`src/rtl/alu_issue_stage_if.sv`:
```
// alu_issue_stage_if -- issue-stage pipeline bus.
//
// Carries the decode -> issue handshake with its instruction payload and the
// issue -> ALU handshake with the registered operands and control.
//   Upstream   : in_valid, in_ready, rs1/rs2 addr/data/used, pc, imm,
//                a_sel, b_sel, alu_op_in, rd_addr, rd_we
//   Downstream : out_valid, out_ready, a, b, store_data, alu_op, rd_q, rd_we_q
// Modports:
//   slave  : the issue stage (consumes the upstream payload, drives results)
//   master : the environment around it (decode plus the ALU stage)
interface alu_issue_stage_if;
    localparam int XLEN         = 32;
    localparam int ALU_OP_WIDTH = 4;

    // Upstream (decode) side
    logic                    in_valid;
    logic                    in_ready;
    logic [4:0]              rs1_addr;
    logic [4:0]              rs2_addr;
    logic [XLEN-1:0]         rs1_data;
    logic [XLEN-1:0]         rs2_data;
    logic                    rs1_used;
    logic                    rs2_used;
    logic [XLEN-1:0]         pc;
    logic [XLEN-1:0]         imm;
    logic                    a_sel;
    logic                    b_sel;
    logic [ALU_OP_WIDTH-1:0] alu_op_in;
    logic [4:0]              rd_addr;
    logic                    rd_we;

    // Downstream (ALU stage) side
    logic                    out_valid;
    logic                    out_ready;
    logic [XLEN-1:0]         a;
    logic [XLEN-1:0]         b;
    logic [XLEN-1:0]         store_data;
    logic [ALU_OP_WIDTH-1:0] alu_op;
    logic [4:0]              rd_q;
    logic                    rd_we_q;

    modport slave (
        input  in_valid, rs1_addr, rs2_addr, rs1_data, rs2_data,
               rs1_used, rs2_used, pc, imm, a_sel, b_sel,
               alu_op_in, rd_addr, rd_we, out_ready,
        output in_ready, out_valid, a, b, store_data, alu_op, rd_q, rd_we_q
    );

    modport master (
        output in_valid, rs1_addr, rs2_addr, rs1_data, rs2_data,
               rs1_used, rs2_used, pc, imm, a_sel, b_sel,
               alu_op_in, rd_addr, rd_we, out_ready,
        input  in_ready, out_valid, a, b, store_data, alu_op, rd_q, rd_we_q
    );
endinterface

```
`src/rtl/alu_issue_stage.sv`:
```
// alu_issue_stage -- single-entry issue register in front of the ALU.
//
// Accepts one decoded instruction per cycle, resolves its source operands
// against the EX/MEM and MEM/WB producers, and presents the selected ALU
// operands one cycle after accept.
//
// Ports:
//   clk, rst_n        clock, asynchronous active-low reset
//   bus (slave)       upstream/downstream handshakes and payload
//   exm_rd/we/load/result   producer currently in EX/MEM
//   mwb_rd/we/result        producer currently in MEM/WB
//   flush             drop the held and the incoming instruction
//   hazard_stall      combinational; issue blocked by a data hazard
//
// Build option: define ALU_ISSUE_FORWARDING_EN to enable operand forwarding
// (stall only on load-use). Without it, no forwarding is done and any match
// against an in-flight producer stalls issue.
module alu_issue_stage (
    input  logic                  clk,
    input  logic                  rst_n,
    alu_issue_stage_if.slave      bus,
    input  logic [4:0]            exm_rd,
    input  logic                  exm_we,
    input  logic                  exm_load,
    input  logic [31:0]           exm_result,
    input  logic [4:0]            mwb_rd,
    input  logic                  mwb_we,
    input  logic [31:0]           mwb_result,
    input  logic                  flush,
    output logic                  hazard_stall
);
    localparam int XLEN         = 32;
    localparam int ALU_OP_WIDTH = 4;

    // Producer match per source; register 0 never matches.
    logic ex_hit1, ex_hit2, mw_hit1, mw_hit2;
    logic [XLEN-1:0] fwd_rs1, fwd_rs2;

    assign ex_hit1 = bus.rs1_used && exm_we && (exm_rd == bus.rs1_addr) && (bus.rs1_addr != 5'd0);
    assign ex_hit2 = bus.rs2_used && exm_we && (exm_rd == bus.rs2_addr) && (bus.rs2_addr != 5'd0);
    assign mw_hit1 = bus.rs1_used && mwb_we && (mwb_rd == bus.rs1_addr) && (bus.rs1_addr != 5'd0);
    assign mw_hit2 = bus.rs2_used && mwb_we && (mwb_rd == bus.rs2_addr) && (bus.rs2_addr != 5'd0);

`ifdef ALU_ISSUE_FORWARDING_EN
    // EX/MEM is the younger producer, so it wins over MEM/WB.
    assign fwd_rs1 = ex_hit1 ? exm_result : (mw_hit1 ? mwb_result : bus.rs1_data);
    assign fwd_rs2 = ex_hit2 ? exm_result : (mw_hit2 ? mwb_result : bus.rs2_data);
    // A load in EX/MEM has no result yet: only that case must wait.
    assign hazard_stall = bus.in_valid && exm_load && (ex_hit1 || ex_hit2);
`else
    assign fwd_rs1 = bus.rs1_data;
    assign fwd_rs2 = bus.rs2_data;
    assign hazard_stall = bus.in_valid && (ex_hit1 || ex_hit2 || mw_hit1 || mw_hit2);

    logic unused_fwd_inputs;
    assign unused_fwd_inputs = ^{exm_load, exm_result, mwb_result};
`endif

    // Pipeline register state
    logic                    valid_q,  valid_d;
    logic [XLEN-1:0]         a_q,      a_d;
    logic [XLEN-1:0]         b_q,      b_d;
    logic [XLEN-1:0]         sd_q,     sd_d;
    logic [ALU_OP_WIDTH-1:0] op_q,     op_d;
    logic [4:0]              rd_reg_q, rd_reg_d;
    logic                    we_q,     we_d;

    logic in_ready;
    logic accept;

    assign in_ready     = (!valid_q || bus.out_ready) && !hazard_stall;
    assign accept       = bus.in_valid && in_ready && !flush;
    assign bus.in_ready = in_ready;

    always_comb begin
        valid_d  = valid_q;
        a_d      = a_q;
        b_d      = b_q;
        sd_d     = sd_q;
        op_d     = op_q;
        rd_reg_d = rd_reg_q;
        we_d     = we_q;
        if (flush) begin
            valid_d = 1'b0;
        end else if (accept) begin
            // Also covers consume-and-accept in the same cycle: no bubble.
            valid_d  = 1'b1;
            a_d      = bus.a_sel ? bus.pc  : fwd_rs1;
            b_d      = bus.b_sel ? bus.imm : fwd_rs2;
            sd_d     = fwd_rs2;
            op_d     = bus.alu_op_in;
            rd_reg_d = bus.rd_addr;
            we_d     = bus.rd_we;
        end else if (bus.out_ready) begin
            valid_d = 1'b0;
        end
    end

    always_ff @(posedge clk or negedge rst_n) begin
        if (!rst_n) begin
            valid_q  <= 1'b0;
            a_q      <= '0;
            b_q      <= '0;
            sd_q     <= '0;
            op_q     <= '0;
            rd_reg_q <= '0;
            we_q     <= 1'b0;
        end else begin
            valid_q  <= valid_d;
            a_q      <= a_d;
            b_q      <= b_d;
            sd_q     <= sd_d;
            op_q     <= op_d;
            rd_reg_q <= rd_reg_d;
            we_q     <= we_d;
        end
    end

    assign bus.out_valid  = valid_q;
    assign bus.a          = a_q;
    assign bus.b          = b_q;
    assign bus.store_data = sd_q;
    assign bus.alu_op     = op_q;
    assign bus.rd_q       = rd_reg_q;
    assign bus.rd_we_q    = we_q;
endmodule

```
`src/flat_wrapper.sv`:
```
// flat-port wrapper written by rule: the top's interface ports become plain ports
module alu_issue_stage_flat 
  (clk, rst_n, exm_rd, exm_we, exm_load, exm_result, mwb_rd, mwb_we, mwb_result, flush, hazard_stall, bus_in_valid, bus_rs1_addr, bus_rs2_addr, bus_rs1_data, bus_rs2_data, bus_rs1_used, bus_rs2_used, bus_pc, bus_imm, bus_a_sel, bus_b_sel, bus_alu_op_in, bus_rd_addr, bus_rd_we, bus_out_ready, bus_in_ready, bus_out_valid, bus_a, bus_b, bus_store_data, bus_alu_op, bus_rd_q, bus_rd_we_q);
  alu_issue_stage_if bus_i ();
  input  logic clk;
  input  logic rst_n;
  input  logic [4:0] exm_rd;
  input  logic exm_we;
  input  logic exm_load;
  input  logic [31:0] exm_result;
  input  logic [4:0] mwb_rd;
  input  logic mwb_we;
  input  logic [31:0] mwb_result;
  input  logic flush;
  output logic hazard_stall;
  input wire logic [$bits(bus_i.in_valid)-1:0] bus_in_valid;
  input wire logic [$bits(bus_i.rs1_addr)-1:0] bus_rs1_addr;
  input wire logic [$bits(bus_i.rs2_addr)-1:0] bus_rs2_addr;
  input wire logic [$bits(bus_i.rs1_data)-1:0] bus_rs1_data;
  input wire logic [$bits(bus_i.rs2_data)-1:0] bus_rs2_data;
  input wire logic [$bits(bus_i.rs1_used)-1:0] bus_rs1_used;
  input wire logic [$bits(bus_i.rs2_used)-1:0] bus_rs2_used;
  input wire logic [$bits(bus_i.pc)-1:0] bus_pc;
  input wire logic [$bits(bus_i.imm)-1:0] bus_imm;
  input wire logic [$bits(bus_i.a_sel)-1:0] bus_a_sel;
  input wire logic [$bits(bus_i.b_sel)-1:0] bus_b_sel;
  input wire logic [$bits(bus_i.alu_op_in)-1:0] bus_alu_op_in;
  input wire logic [$bits(bus_i.rd_addr)-1:0] bus_rd_addr;
  input wire logic [$bits(bus_i.rd_we)-1:0] bus_rd_we;
  input wire logic [$bits(bus_i.out_ready)-1:0] bus_out_ready;
  output wire logic [$bits(bus_i.in_ready)-1:0] bus_in_ready;
  output wire logic [$bits(bus_i.out_valid)-1:0] bus_out_valid;
  output wire logic [$bits(bus_i.a)-1:0] bus_a;
  output wire logic [$bits(bus_i.b)-1:0] bus_b;
  output wire logic [$bits(bus_i.store_data)-1:0] bus_store_data;
  output wire logic [$bits(bus_i.alu_op)-1:0] bus_alu_op;
  output wire logic [$bits(bus_i.rd_q)-1:0] bus_rd_q;
  output wire logic [$bits(bus_i.rd_we_q)-1:0] bus_rd_we_q;
  assign bus_i.in_valid = bus_in_valid;
  assign bus_i.rs1_addr = bus_rs1_addr;
  assign bus_i.rs2_addr = bus_rs2_addr;
  assign bus_i.rs1_data = bus_rs1_data;
  assign bus_i.rs2_data = bus_rs2_data;
  assign bus_i.rs1_used = bus_rs1_used;
  assign bus_i.rs2_used = bus_rs2_used;
  assign bus_i.pc = bus_pc;
  assign bus_i.imm = bus_imm;
  assign bus_i.a_sel = bus_a_sel;
  assign bus_i.b_sel = bus_b_sel;
  assign bus_i.alu_op_in = bus_alu_op_in;
  assign bus_i.rd_addr = bus_rd_addr;
  assign bus_i.rd_we = bus_rd_we;
  assign bus_i.out_ready = bus_out_ready;
  assign bus_in_ready = bus_i.in_ready;
  assign bus_out_valid = bus_i.out_valid;
  assign bus_a = bus_i.a;
  assign bus_b = bus_i.b;
  assign bus_store_data = bus_i.store_data;
  assign bus_alu_op = bus_i.alu_op;
  assign bus_rd_q = bus_i.rd_q;
  assign bus_rd_we_q = bus_i.rd_we_q;
  alu_issue_stage u_core (.clk(clk), .rst_n(rst_n), .bus(bus_i), .exm_rd(exm_rd), .exm_we(exm_we), .exm_load(exm_load), .exm_result(exm_result), .mwb_rd(mwb_rd), .mwb_we(mwb_we), .mwb_result(mwb_result), .flush(flush), .hazard_stall(hazard_stall));
endmodule
```
`config.mk`:
```
export PLATFORM = sky130hd
export DESIGN_NAME = alu_issue_stage_flat
export DESIGN_NICKNAME = d
export VERILOG_FILES = /design/src/rtl/alu_issue_stage_if.sv /design/src/rtl/alu_issue_stage.sv /design/src/flat_wrapper.sv
export SDC_FILE = /design/constraint.sdc
export NUM_CORES = 1
export LEC_CHECK = 0
export ABC_AREA = 1
export CORE_MARGIN = 10
export CORE_UTILIZATION = 35
export CTS_CLUSTER_DIAMETER = 30
export DETAILED_ROUTE_END_ITERATION = 7
export PLACE_DENSITY = 0.89
export SLEW_MARGIN = 30
export SYNTH_ARGS = -nofsm -noshare
export SYNTH_HDL_FRONTEND = slang
export SYNTH_SLANG_ARGS = --single-unit
```
`constraint.sdc`:
```
create_clock -name clk -period 3.9 [get_ports clk]
set_input_delay 0.78 -clock clk [delete_from_list [all_inputs] [get_ports clk]]
set_output_delay 0.78 -clock clk [all_outputs]
set_load 0.01 [all_outputs]
```
==> flow_metrics.tcl <==
set metrics [dict create \
    viasPerCell 5.04 \
    slew_violations 0 \
    powerDensity_nw_per_um2 388 \
    cp-end-kind "primary output" \
    cts_tree "done" \
    rsz0062_at_grt "false" \
    initialDrtViolationCount 393 \
    syn_nets 895 \
    r2r_start "u_core.bus.out_valid" \
    irDropWorstVdd_uv 203 \
    syn_to_final_growth_pct 57.8 \
    syn_inst 661 \
    slew_headroom_pct 41.6 \
    min_path_type "register to register" \
    critical_path_required_ns 3.12 \
    pwr-share-clk_pct 26.3 \
    critPathLaunchType "input pin" \
    cts_sinks 107 \
    ff2ff_setup_slack_ns 2.05 \
    p_sw_w 0.00103 \
    crit_type "input pin to primary output" \
    max_freq_mhz 284 \
    hold_viol_final 0 \
    ys_types 19 \
    nNetsFinal 1138 \
    crit_chain "clkdlybuf4s50_1, inv_1, nand2_1, nand2_1, nor2_1, nand3_1, nand2_1, nand2_1, nand2_1, nand2_4, inv_1, clkdlybuf4s50_1" \
    ant_nets 0 \
    hold_ws_ns 0.470 \
    grt_pass1_vias 5860 \
    syn_avg_cell_area_sq_um 8.43 \
    synth.cell_area_sq_um 5570 \
    die_width_um 146 \
    skew_ns 0.0118 \
    wl_per_cell_um 18.2 \
    ios 343 \
    grt_antenna_before_repair 1 \
    core_sq_um 15800 \
    drc 0 \
    worstHoldStart "u_core.bus.a[12]" \
    postCtsSetupRepairBufs 0 \
    setup_violations 0 \
    clock_path_buffers 2 \
    critPathSlowestCell "clkdlybuf4s50_1" \
    die_y_um 146 \
    critical_path_arrival_ns 2.74 \
    start_util_pct 35.3 \
    path_buf_inv 4 \
    yosysSeqAreaShare_pct 48.0 \
    dpl.hpwl_mm 14.7 \
    rows 46 \
    internal_power_w 0.00238 \
    status "finished, final reports clean" \
    grt_max_degree 108 \
    cellLeakagePower_nw 4.13 \
    detailed_place.area_sq_um 8500 \
    fin_crit_ns 3.52 \
    crit_path_max_fanout 4 \
    cts_made_buffers 9 \
    ctsHoldBuffers 0 \
    nFillCells 1422 \
    ys_ff_latch 107 \
    io_buffers 277 \
    fin_crit_sh_pct 90.2 \
    p_sw_share_pct 30.1 \
    drt-total-wl_mm 20.4 \
    drive_gt1_share_pct 10.1 \
    grt_pass1_wl_mm 32.5 \
    yosysWarnings 0 \
    cpPeakStageDelay_ns 0.55 \
    crit_family "buffers and inverters" \
    cts-resized-gates 0 \
    root_buffer "clkbuf_16" \
    drv_cap 0 \
    grtUsageTotal_pct 18.5 \
    crit_top_cell "nand2_1" \
    num_vias 5675 \
    h-tree-depth 3 \
    cp-startpoint "bus_rs2_addr[3]" \
    dieArea_sq_um 21400 \
    grt_overflow 0 \
    p_comb_share_pct 32.5 \
    seqPwrFrac_pct 41.1 \
    clk_pin_slew_ns 0.08 \
    clk_latency_ns 0.35 \
    dr.pass1.iters 4 \
    fin_area_sq_um 8800 \
    gp_congestion 0.837 \
    tightest_slew_ns 0.876 \
    tns_ns 0 \
]
-- metal layers --
layer  routed length (um)  up-vias  part of all wire [%]  GRT usage [%]
li1                     -     2711                     -              -
met1                 8080     2724                    40           22.2
met2                10300      218                    50           31.3
met3                 1650       22                   8.1           5.96
met4                  405        0                   2.0           5.06
met5                    0        -                     0              0
-- cell usage after synthesis --
library cell | number | area, sq um
clkbuf_1 | 34 | 128
nand2_1 | 274 | 1030
mux2_2 | 64 | 721
buf_6 | 3 | 33.8
buf_2 | 10 | 50.1
nand2_2 | 1 | 6.26
buf_4 | 2 | 15.0
nand4_1 | 106 | 663
nand3_1 | 6 | 30.0
xor2_1 | 1 | 8.76
buf_1 | 3 | 11.3
nand3_2 | 1 | 10.0
dfrtp_1 | 107 | 2680
nor2_1 | 18 | 67.6
inv_1 | 26 | 97.6
o21ai_0 | 1 | 5.00
inv_2 | 1 | 3.75
nor2_2 | 1 | 6.26
nor3_1 | 2 | 10.0
-- cells by family after synthesis --
group / Yosys count / share of synthesized area, %
simple gates: 409 / 32.7
flops: 107 / 48.0
buf+inv: 79 / 6.08
mux: 64 / 12.9
compound gates: 1 / 0.0897
xor+xnor: 1 / 0.157
-- worst register-to-register path: cells and delay by family, from the launching register on --
family,cells,cell delay [ns]
buf+inv,3,0.55
flops,1,0.38
simple gates,4,0.86
-- per-stage QoR --
step / setup slack (ns) / util [%] / instances / power (W)
2_1_floorplan: 1.39 / - / 661 / 0.00183
3_3_place_gp: 0.408 / 53.9 / 1109 / 0.00251
3_5_place_dp: 0.406 / 53.9 / 1109 / 0.00254
4_1_cts: 0.399 / 55.8 / 1125 / 0.00346
5_1_grt: 0.208 / 55.8 / 1126 / 0.00361
6_report: 0.383 / 55.8 / 1126 / 0.00341
-- layout make-up --
| cell class | instances | area, sq um | share of cell area (%) |
|---|---|---|---|
| Timing Repair Buffer | 284 | 2880 | 32.7 |
| Clock buffer | 11 | 243 | 2.76 |
| Multi-Input combinational cell | 475 | 2570 | 29.3 |
| Sequential cell | 107 | 2680 | 30.4 |
| Clock inverter | 5 | 46.3 | 0.526 |
| Antenna cell | 1 | 2.50 | 0.0284 |
| Tap cell | 216 | 270 | 3.07 |
| Inverter | 27 | 103 | 1.17 |
-- flip-flops by register name (all words and copies together), names as in the netlist --
register               flops
u_core.bus.alu_op          4
u_core.bus.rd_we_q         1
u_core.bus.rd_q            5
u_core.bus.b              32
u_core.bus.store_data     32
u_core.bus.out_valid       1
u_core.bus.a              32
-- path summary, 6_finish.rpt --
| path | to | cells past startpoint |
|---|---|---|
| hold / removal | u_core.bus.a[12] | 2 |
| setup / recovery | hazard_stall | 12 |
| hold reg to reg | u_core.bus.a[12] | 2 |
| setup reg to reg | u_core.bus.a[15] | 7 |
| max in group asynchronous | u_core.bus.store_data[3] | 2 |
| min in group asynchronous | u_core.bus.store_data[27] | 1 |
-- cell usage in the layout, fill, tap and decap left out --
cell type / n
buf_12: 5
buf_2: 1
buf_4: 3
clkbuf_1: 1
clkbuf_16: 9
clkbuf_8: 1
clkdlybuf4s50_1: 275
clkinv_2: 1
clkinv_4: 4
dfrtp_1: 107
diode_2: 1
inv_1: 26
inv_8: 1
mux2_2: 64
nand2_1: 274
nand2_4: 1
nand3_1: 6
nand3_4: 1
nand4_1: 106
nor2_1: 18
nor2_4: 1
nor3_1: 2
o21ai_0: 1
xor2_1: 1
-- power by group through the flow --
| stage | Combinational [W] | Clock (W) | Sequential (W) |
|---|---|---|---|
| 3_3_place_gp | 0.00110 | 0 | 0.00141 |
| 2_1_floorplan | 0.000315 | 0 | 0.00151 |
| 4_1_cts | 0.00113 | 0.000927 | 0.00140 |
| 3_5_place_dp | 0.00112 | 0 | 0.00142 |
| 5_1_grt | 0.00120 | 0.000976 | 0.00143 |
| 6_report | 0.00111 | 0.000898 | 0.00140 |
Note: power is estimated with default switching activity, not from simulation.
